$ cat config.mk
export PLATFORM = sky130hd
export DESIGN_NAME = lsu_writeback
export DESIGN_NICKNAME = d
export VERILOG_FILES = /design/src/rtl/lsu_writeback.sv
export SDC_FILE = /design/constraint.sdc
export NUM_CORES = 1
export LEC_CHECK = 0
export ABC_AREA = 1
export CORE_MARGIN = 5
export CORE_UTILIZATION = 50
export DETAILED_ROUTE_END_ITERATION = 10
export PLACE_DENSITY = 0.95
export SYNTH_ARGS = -nofsm -noshare
export SYNTH_HDL_FRONTEND = slang
export SYNTH_SLANG_ARGS = --single-unit
$ cat constraint.sdc
create_clock -name clk -period 2.8 [get_ports clk]
set_input_delay 0.42 -clock clk [delete_from_list [all_inputs] [get_ports clk]]
set_output_delay 0.42 -clock clk [all_outputs]
set_load 0.02 [all_outputs]
$ cat src/rtl/lsu_writeback.sv
// Load/store unit: one memory access at a time, result written back through wr/wr_data.
// Optional LSU_MISALIGN_TRAP_EN: fault misaligned halfword/word accesses without a bus request.
`timescale 1ns/1ps
module lsu_writeback #(
    parameter int unsigned TIMEOUT_CYCLES = 255
) (
    input  logic        clk,
    input  logic        rst_n,
    input  logic        req_valid,
    output logic        req_ready,
    input  logic        req_is_store,
    input  logic [2:0]  req_funct3,
    input  logic [31:0] req_addr,
    input  logic [31:0] req_wdata,
    input  logic [4:0]  req_rd,
    output logic        mem_req_valid,
    input  logic        mem_req_ready,
    output logic        mem_we,
    output logic [31:0] mem_addr,
    output logic [3:0]  mem_wstrb,
    output logic [31:0] mem_wdata,
    input  logic        mem_rsp_valid,
    input  logic [31:0] mem_rdata,
    output logic [4:0]  wr,
    output logic [31:0] wr_data,
    output logic        done,
    output logic        fault
);

    localparam logic [7:0] TIMEOUT_W = 8'(TIMEOUT_CYCLES);

    typedef enum logic [1:0] {IDLE, REQ, WAIT, WB} state_t;

    state_t      state_q;
    logic        is_store_q;
    logic [2:0]  funct3_q;
    logic [1:0]  off_q;
    logic [4:0]  rd_q;
    logic [7:0]  cnt_q;

    logic [1:0]  off_d;
    logic        reject_d;
    logic [3:0]  wstrb_d;
    logic [31:0] wdata_d;
    logic [7:0]  byte_sel;
    logic [15:0] half_sel;
    logic [31:0] load_d;

    // Request decode: legality, optional alignment trap, store lane placement.
    always_comb begin
        off_d    = req_addr[1:0];
        reject_d = 1'b0;
        case (req_funct3)
            3'b000, 3'b001, 3'b010: reject_d = 1'b0;
            3'b100, 3'b101:         reject_d = req_is_store;
            default:                reject_d = 1'b1;
        endcase
`ifdef LSU_MISALIGN_TRAP_EN
        if (req_funct3[1:0] == 2'b01 && off_d[0])
            reject_d = 1'b1;
        if (req_funct3[1:0] == 2'b10 && off_d != 2'b00)
            reject_d = 1'b1;
`endif
        wstrb_d = '0;
        wdata_d = '0;
        if (req_is_store) begin
            case (req_funct3[1:0])
                2'b00: begin
                    wstrb_d = 4'b0001 << off_d;
                    wdata_d = {4{req_wdata[7:0]}};
                end
                2'b01: begin
                    wstrb_d = 4'b0011 << {off_d[1], 1'b0};
                    wdata_d = {2{req_wdata[15:0]}};
                end
                default: begin
                    wstrb_d = '1;
                    wdata_d = req_wdata;
                end
            endcase
        end
    end

    always_comb begin
        case (off_q)
            2'd0:    byte_sel = mem_rdata[7:0];
            2'd1:    byte_sel = mem_rdata[15:8];
            2'd2:    byte_sel = mem_rdata[23:16];
            default: byte_sel = mem_rdata[31:24];
        endcase
        half_sel = off_q[1] ? mem_rdata[31:16] : mem_rdata[15:0];
        case (funct3_q)
            3'b000:  load_d = {{24{byte_sel[7]}}, byte_sel};
            3'b100:  load_d = {24'd0, byte_sel};
            3'b001:  load_d = {{16{half_sel[15]}}, half_sel};
            3'b101:  load_d = {16'd0, half_sel};
            default: load_d = mem_rdata;
        endcase
    end

    always_ff @(posedge clk or negedge rst_n) begin
        if (!rst_n) begin
            state_q       <= IDLE;
            req_ready     <= 1'b1;
            mem_req_valid <= 1'b0;
            mem_we        <= 1'b0;
            mem_addr      <= '0;
            mem_wstrb     <= '0;
            mem_wdata     <= '0;
            wr            <= '0;
            wr_data       <= '0;
            done          <= 1'b0;
            fault         <= 1'b0;
            is_store_q    <= 1'b0;
            funct3_q      <= '0;
            off_q         <= '0;
            rd_q          <= '0;
            cnt_q         <= '0;
        end else begin
            case (state_q)
                IDLE: begin
                    if (req_valid) begin
                        is_store_q <= req_is_store;
                        funct3_q   <= req_funct3;
                        off_q      <= off_d;
                        rd_q       <= req_rd;
                        req_ready  <= 1'b0;
                        if (reject_d) begin
                            state_q <= WB;
                            done    <= 1'b1;
                            fault   <= 1'b1;
                        end else begin
                            state_q       <= REQ;
                            mem_req_valid <= 1'b1;
                            mem_we        <= req_is_store;
                            mem_addr      <= {req_addr[31:2], 2'b00};
                            mem_wstrb     <= wstrb_d;
                            mem_wdata     <= wdata_d;
                        end
                    end
                end
                REQ: begin
                    if (mem_req_ready) begin
                        state_q       <= WAIT;
                        cnt_q         <= '0;
                        mem_req_valid <= 1'b0;
                        mem_we        <= 1'b0;
                        mem_addr      <= '0;
                        mem_wstrb     <= '0;
                        mem_wdata     <= '0;
                    end
                end
                WAIT: begin
                    // A response in the final counted cycle still wins over the timeout.
                    if (mem_rsp_valid) begin
                        state_q <= WB;
                        done    <= 1'b1;
                        if (!is_store_q) begin
                            wr      <= rd_q;
                            wr_data <= load_d;
                        end
                    end else if (cnt_q == TIMEOUT_W) begin
                        state_q <= WB;
                        done    <= 1'b1;
                        fault   <= 1'b1;
                    end else begin
                        cnt_q <= cnt_q + 8'd1;
                    end
                end
                WB: begin
                    state_q   <= IDLE;
                    req_ready <= 1'b1;
                    done      <= 1'b0;
                    fault     <= 1'b0;
                    wr        <= '0;
                end
                default: state_q <= IDLE;
            endcase
        end
    end

endmodule

# Word level (Yosys, flattened, before mapping)
# Index checks and enable logic that the tools add are counted.
# word_totals
ff_bits	131
output_inout_bits	110
wordCells	113
# classes
add_sub_neg	1
eq_ne	24
n_shift	2
muxes	48
n_bitwise	1
n_reduce_logical	21
# op_table
operator	count
two-way mux 32 bit	6
one-hot mux 32 bit (2 select lines)	3
one-hot mux 32 bit (4 select lines)	1
two-way mux 8 bit	3
one-hot mux 8 bit (3 select lines)	1
inequality test 2 bit, second input constant	9
two-way mux 16 bit	1
two-way mux 4 bit	4
one-hot mux 4 bit (2 select lines)	2
one-hot mux 8 bit (2 select lines)	1
== test 3 bit, second input constant	4
AND reduction 4 bit	3
two-way mux 1 bit	11
two-way mux 2 bit	5
two-way mux 5 bit	2
one-hot mux 5 bit (2 select lines)	1
AND reduction 3 bit	3
adder 8 x 1 -> 8 bit, second input constant	1
== test 8 bit, second input constant	1
one-hot mux 1 bit (2 select lines)	4
one-hot mux 2 bit (4 select lines)	1
nonzero test 2 bit	4
== test 2 x 1 -> 1 bit, second input constant	3
== test 2 bit, second input constant	3
other kinds (14)	20

# Depth between registers and ports, before layout
# Gate-level depths: netlist of the first run.
# logic_depth
ltp_word	6
ltp_mapped	12
ltp_nobuf	11

# Worst setup path after synthesis of the first run
# Ideal clock, no wire load.
# synth_timing
kind	register to register
startpoint	register state_q[0]
endpoint	register mem_addr[10]
setup_time_ps	132
t_arrival_ps	1586
required_ps	2668
setup_slack_ps	1082
stages_incl_launch_ff	10
path_buffers	1
period_less_slack_ps	1718
cell_sequence	dfrtp_1 inv_1 ha_1 inv_1 or2_2 nand2_1 inv_2 nand2_4 clkbuf_1 o21ai_0
# synth_via
elab_chain_len	3
# synth_rtl
item	line	rtl
from (decl)	34	state_t state_q;
from (signal assigned)	103	state_q <= IDLE;
from (signal assigned)	129	state_q <= WB;
from (signal assigned)	133	state_q <= REQ;
== test 2 x 1 -> 1 bit or logical NOT 2 bit (tied branches)	120	case (state_q)
inequality test 2 bit (no line) or nonzero test 2 bit (tied branches)	n/a	
AND reduction 4 bit (no line)	n/a	
to (signal assigned)	136	mem_addr <= {req_addr[31:2], 2'b00};
to (decl)	19	output logic [31:0] mem_addr,
# Several ways; a longest one is shown, not always the timed one.
# A chain may end at the register's enable or synchronous reset.

# Final worst setup path of the first run
# layout_timing
startpoint	register state_q[0]
endpoint	register wr_data[1]
# layout_via
elab_chain_len	2
# layout_rtl
item	line	rtl
== test 2 bit	120	
AND reduction 3 bit (no line)	n/a	
to (signal assigned)	160	wr_data <= load_d;
to (decl)	25	output logic [31:0] wr_data,
# Every way passes these cells.

==> results of run 1 <==
metal layers:
metal	track usage	share of wire	vias to the layer above
met4	0.103	0.026	0
li1	-	-	3120
met3	0.0786	0.11	48
met2	0.437	0.48	378
met1	0.326	0.39	3098
met5	0	0	-
cell type report:
cell class,count,area share
clock inverters,6,0.00619
clock buffers,24,0.0518
well taps,172,0.0231
flip-flops and latches,129,0.347
repair buffers,230,0.249
multi-input cells,612,0.295
inverters,68,0.0274
state kept, by name (all words and copies together) (netlist names):
| signal | flops |
|---|---|
| mem_we | 1 |
| mem_wdata | 32 |
| state_q | 2 |
| wr | 5 |
| rd_q | 5 |
| funct3_q | 3 |
| done | 1 |
| wr_data | 32 |
| off_q | 2 |
| req_ready | 1 |
| cnt_q | 8 |
| fault | 1 |
| mem_req_valid | 1 |
| mem_wstrb | 4 |
| is_store_q | 1 |
| mem_addr | 30 |
worst max-delay path: stages, from the launching register on:
cell     delay (ns)
dfrtp_1        0.40
inv_1          0.13
ha_1           0.44
nand2_1        0.14
inv_1          0.54
o21ai_0        0.24
a21o_1         0.22
nand2_1        0.06
layout by cell type (no fill, tap or decap), types with 2 or more instances in the layout:
cell               n
o211ai_1           2
clkinv_1           2
o21ai_1           25
clkbuf_8           3
dfrtp_1          128
clkbuf_1           4
clkdlybuf4s50_1  216
clkinv_2           4
nand3_1           50
buf_12             4
a21oi_1           36
nand2_1          295
conb_1             2
inv_1             64
ha_1               6
buf_4             10
xor2_1             3
nand4_1            5
or2_2             26
o21ai_0           86
nor3_1             7
nor2_1            59
clkbuf_16         17
inv_2              2
worst max path at each step:
stage | cells past startpoint | start | end | slack (ns)
global placement | 7 | req_funct3[1] | mem_wdata[23] | 0.53
finish | 7 | state_q[0] | wr_data[1] | 0.56
CTS | 11 | state_q[1] | mem_wdata[9] | 0.59
detailed placement | 7 | req_is_store | mem_wdata[24] | 0.46
floorplan | 9 | state_q[0] | mem_addr[10] | 1.08
global route | 7 | state_q[0] | wr_data[1] | 0.34
through the flow:
stage | util | power (mW) | hold slack (ns) | cell area [um^2] | instances
after floorplan | - | 6.36 | 0.124 | 6470 | 854
after global placement | 0.691 | 8.43 | 0.455 | 8760 | 1211
after detailed placement | 0.691 | 8.61 | 0.459 | 8760 | 1211
after CTS | 0.734 | 10.7 | 0.0201 | 9300 | 1241
after global routing | 0.734 | 11.4 | 0.0543 | 9300 | 1241
final | 0.734 | 10.7 | 0.00896 | 9300 | 1241
report_power, final:
group          internal (mW)  switching [mW]  total (mW)
combinational           2.24            3.15        5.39
sequential              2.69           0.544        3.23
clock                   1.27           0.763        2.04
total                   6.20            4.46        10.7
logic make-up after synthesis:
kind of cell,after synthesis,share of synthesized area
xor+xnor,4,0.00542
compound gates,154,0.122
simple gates,446,0.284
flops,129,0.500
buf+inv,113,0.0766
fa+ha+maj,6,0.0116
other cells,1,0.000580
==> impl_metrics.csv, run 1 <==
group,metric,value,unit
outcome,status,"completed",
setup_path,cp.required,3.14,ns
setup_path,r2r_cells,7,
timing,layout_setup_ws,0.563,ns
drt,routed_wl,19900,um
drt,dr_total_vias,6644,
clocking,cts_buffers,17,
global_route,antenna_found_initial,0,
timing,setup_viol,0,
synth,yosys_warnings,0,
global_route,grt_pass1_wl,31500,um
power,p_per_area,1150,nW/um^2
timing,rsz0062_at_grt,"false",
timing,hold_viol_final,0,
global_route,grt_max_degree,53,
placement,hpwl,14400,um
synth,netlist_area,6460,um^2
die,rows,41,
die,ios,220,
synth,synthArstFlopShare,1.00,
min_path,min_path_type,"input pin to asynchronous set/reset pin",
synth,avgSynthCellArea,7.58,um^2
timing,finalMaxSlewViolations,0,
drt,ant_nets,0,
final_layout,drive_gt1_frac,0.0664,
placement,port_buffers,217,
drt,wl_per_cell,16.0,um
synth,synth_top_area_share,0.495,
setup_path,reg2reg_slack,0.56,ns
die,die_x,124,um
clocking,ctsLongestPathBuffers,2,
clocking,cts_setup_buffers,0,
global_route,grt_use_total,0.264,
setup_path,timing_worst_setup_path_type,"flop to flop",
final_layout,area_growth,43.9,%
die,core_area,12700,um^2
synth,synth_most_common_cell,"nand2_1",
clocking,root_buffer,"clkbuf_16",
timing,maxSlewHeadroom,0.523,
synth,ys_seq_area_frac,0.500,
synth,netlist_top_cells_area,"dfrtp_1 (50%), nand2_1 (17%), o21ai_0 (6.7%)",
setup_path,worstPathMaxFanout,25,
clocking,worstSkewPairLatency,0.41,ns
synth,ys_ff_latch,129,
clocking,htree_levels,4,
synth,ys_types,32,
final_layout,num_antenna_cells,0,
placement,gp_congestion,0.979,
final_layout,fill_cells,929,
clocking,clk_pin_slew_worst_paths,0.05,ns
setup_path,r2r-end,"wr_data[1]",
setup_path,endpoint_kind,"flop",
clocking,cts_hold_buf,0,
final_layout,regArea,3230,um^2
timing,skew,0.00732,ns
die,die_area,15300,um^2
synth,synth_common_cells,"nand2_1 (295), dfrtp_1 (128), o21ai_0 (86)",
global_route,grt-ovfl-total,0,
setup_path,regToRegStartpoint,"state_q[0]",
synth,synthCells,853,
timing,worst_pin_slew,0.715,ns
power,p_leak,4.44,nW
clocking,cts.sinks,129,
die,initial_core_util,0.510,
synth,yosysTopAreaCell,"dfrtp_1",
global_route,grt_pass1_vias,6486,
drt,drcViolationCount,0,
placement,post-place-ws,0.457,ns
clocking,ctsResizeCount,0,
timing,fin_crit_sh,0.799,
timing,fin_setup_tns,0,ns
setup_path,critPathLaunchType,"flop",
synth,synth_ff_type,"dfrtp_1",
synth,synth_edf_count,0,
drt,drt_iter0_markers,683,
timing,finalCriticalPeriod,2.24,ns
power,ir_drop,663,uV
drt,dr.pass1.iters,5,
final_layout,multi_input_area,2740,um^2
timing,fmax,0.447,GHz
run,drv_cap,0,
drt,via_per_inst,5.35,
die,die_y,124,um
setup_path,arrival,2.58,ns
final_layout,nNetsFinal,1174,
clocking,cts_tree,"built",
No activity file was read; power rests on OpenSTA's default activity.
==> inputs of run 2 (changes only) <==
--- a/config.mk
+++ b/config.mk
@@ -7,9 +7,9 @@
 export LEC_CHECK = 0
 export ABC_AREA = 1
 export CORE_MARGIN = 5
-export CORE_UTILIZATION = 50
+export CORE_UTILIZATION = 46
 export DETAILED_ROUTE_END_ITERATION = 10
-export PLACE_DENSITY = 0.95
+export PLACE_DENSITY = 0.9
 export SYNTH_ARGS = -nofsm -noshare
 export SYNTH_HDL_FRONTEND = slang
 export SYNTH_SLANG_ARGS = --single-unit
==> constraint.sdc (replaced) <==
create_clock -name clk -period 2.2 [get_ports clk]
set_input_delay 0.33 -clock clk [delete_from_list [all_inputs] [get_ports clk]]
set_output_delay 0.33 -clock clk [all_outputs]
set_load 0.02 [all_outputs]
==> run 2 against run 1 <==
  * First-iteration DRC count down 32%
  * Worst hold slack better by 0.45 ns
  * Combinational power increased by 32%
  * Core utilization down 4.3 points
  * Count of clock-buffer cells in the layout is 2 lower
  * Sequential power rose by 25%
  * Clock skew up 0.0031 ns
  * Design area grew 2.7%
  * Largest power group unchanged
  * Highest routed layer unchanged
==> impl_metrics.csv, run 2 (synthesized netlist as in run 1, its figures left out) <==
group,metric,value,unit
outcome,status,"completed",
global_route,grt_use_total,0.247,
final_layout,num_antenna_cells,0,
global_route,antenna_found_initial,0,
setup_path,crit_path_max_incr_delay,0.41,ns
timing,layout_setup_ws,0.0865,ns
setup_path,arrival,2.42,ns
placement,port_buffers,217,
timing,skew,0.0105,ns
setup_path,cp.required,2.50,ns
die,core_area,13800,um^2
power,p_per_area,1490,nW/um^2
setup_path,slowest_stage,"dfrtp_1",
final_layout,final_common_cell,"nand2_1",
timing,maxSlewHeadroom,0.610,
drt,wl_per_cell,15.9,um
power,total_power,14.2,mW
clocking,htree_levels,4,
placement,gp_congestion,0.927,
timing,finalMaxSlewViolations,0,
final_layout,final_cell_mix,"nand2_1 (295), clkdlybuf4s50_1 (216), dfrtp_1 (128), o21ai_0 (86), inv_1 (64)",
global_route,grt_pass1_wl,32100,um
setup_path,crit_family,"simple AND/OR/NAND/NOR gates",
drt,ant_nets,0,
timing,hold_viol_final,0,
drt,dr_total_vias,6438,
power,ir_drop,799,uV
drt,via_per_inst,5.11,
placement,post-place-ws,0.134,ns
setup_path,timing_worst_setup_path_type,"flop to flop",
drt,drcViolationCount,0,
clocking,clk_pin_slew_worst_paths,0.06,ns
final_layout,utilization,0.691,
setup_path,worstPathMaxFanout,19,
die,rows,43,
die,die_y,129,um
clocking,worstSkewPairLatency,0.41,ns
global_route,grt_pass1_vias,6450,
drt,dr.pass1.iters,7,
die,die_x,129,um
die,ios,220,
min_path,min_path_type,"input pin to asynchronous set/reset pin",
drt,routed_wl,20000,um
timing,finalCriticalPeriod,2.11,ns
clocking,cts_tree,"built",
setup_path,endpoint_kind,"flop",
timing,fmax,0.473,GHz
setup_path,crit_chain,"inv_1 -> ha_1 -> inv_1 -> or2_2 -> nand2_1 -> inv_2 -> nand2_4 -> inv_1 -> nand2_1 -> nand2_1",
die,die_area,16500,um^2
setup_path,critPathLaunchType,"flop",
final_layout,largestRegisters,"mem_wdata (32), wr_data (32), mem_addr (30)",
placement,hpwl,14700,um
final_layout,drive_gt1_frac,0.0806,
clocking,cts_setup_buffers,0,
drt,drt_iter0_markers,467,
timing,worst_pin_slew,0.579,ns
clocking,root_buffer,"clkbuf_16",
timing,rsz0062_at_grt,"true",
run,drv_cap,0,
clocking,cts_buffers,17,
clocking,ctsLongestPathBuffers,2,
die,initial_core_util,0.468,
final_layout,area_growth,47.8,%
global_route,grt-ovfl-total,0,
final_layout,nNetsFinal,1184,
global_route,grt_max_degree,52,
timing,setup_viol,0,
clocking,cts.sinks,129,
power,p_leak,4.56,nW
timing,fin_crit_sh,0.961,
setup_path,path_buf_inv,4,
## run 2: cell types whose count changed in the layout (fill, tap and decap cells not counted), moves of 2 or more
cell	previous run	this run
buf_4	10	15
buf_12	4	8
clkbuf_1	4	0
bufinv_16	1	4
clkbuf_8	3	5
clkinv_2	4	2
clkinvlp_4	1	3
## run 2: worst paths after layout
kind | start | to | slack [ns] | cells after the start
min in group clk | req_rd[3] | rd_q[3] | 0.47 | 3
min | rst_n | wr[0] | 0.46 | 2
max in group asynchronous | rst_n | mem_wdata[31] | 1.04 | 3
min reg2reg | done | done | 0.47 | 2
max | state_q[0] | mem_wdata[24] | 0.09 | 10
max reg2reg | state_q[0] | mem_wdata[24] | 0.09 | 10
## run 2: area by class of cell
type	count	area, um^2
clock buffers	22	494
multi-input cells	612	2750
well taps	180	225
repair buffers	240	2440
clock inverters	9	153
fillers	1101	4270
flip-flops and latches	129	3230
inverters	68	255
## run 2: per-stage QoR
step	TNS (ns)	std cells	hold WS, ns	cell area (um^2)
after floorplan	0	854	0.0344	6470
after global placement	0	1228	0.346	8890
after detailed placement	0	1228	0.352	8890
after CTS	0	1260	0.440	9550
after global routing	-0.0383	1260	0.471	9550
final	0	1260	0.458	9550
## run 2: report_power, final
part	internal, mW	switching (mW)	total (mW)
Combinational	3.01	4.12	7.13
Clock	2.04	1.04	3.07
Sequential	3.42	0.625	4.05
Total	8.47	5.78	14.2
## run 2: routing by layer
| metal | part of all wire | up-vias | global-route usage |
|---|---|---|---|
| met5 | 0 | - | 0 |
| met4 | 0.017 | 0 | 0.0877 |
| met3 | 0.094 | 30 | 0.0768 |
| met2 | 0.48 | 302 | 0.414 |
| met1 | 0.41 | 2960 | 0.301 |
| li1 | - | 3146 | - |
## run 2: timing repair
item	in CTS	in global routing
hold buffers	1	0
endpoints found under the hold margin	37	0
endpoints found under the setup margin	0	17
resized for setup	0	2
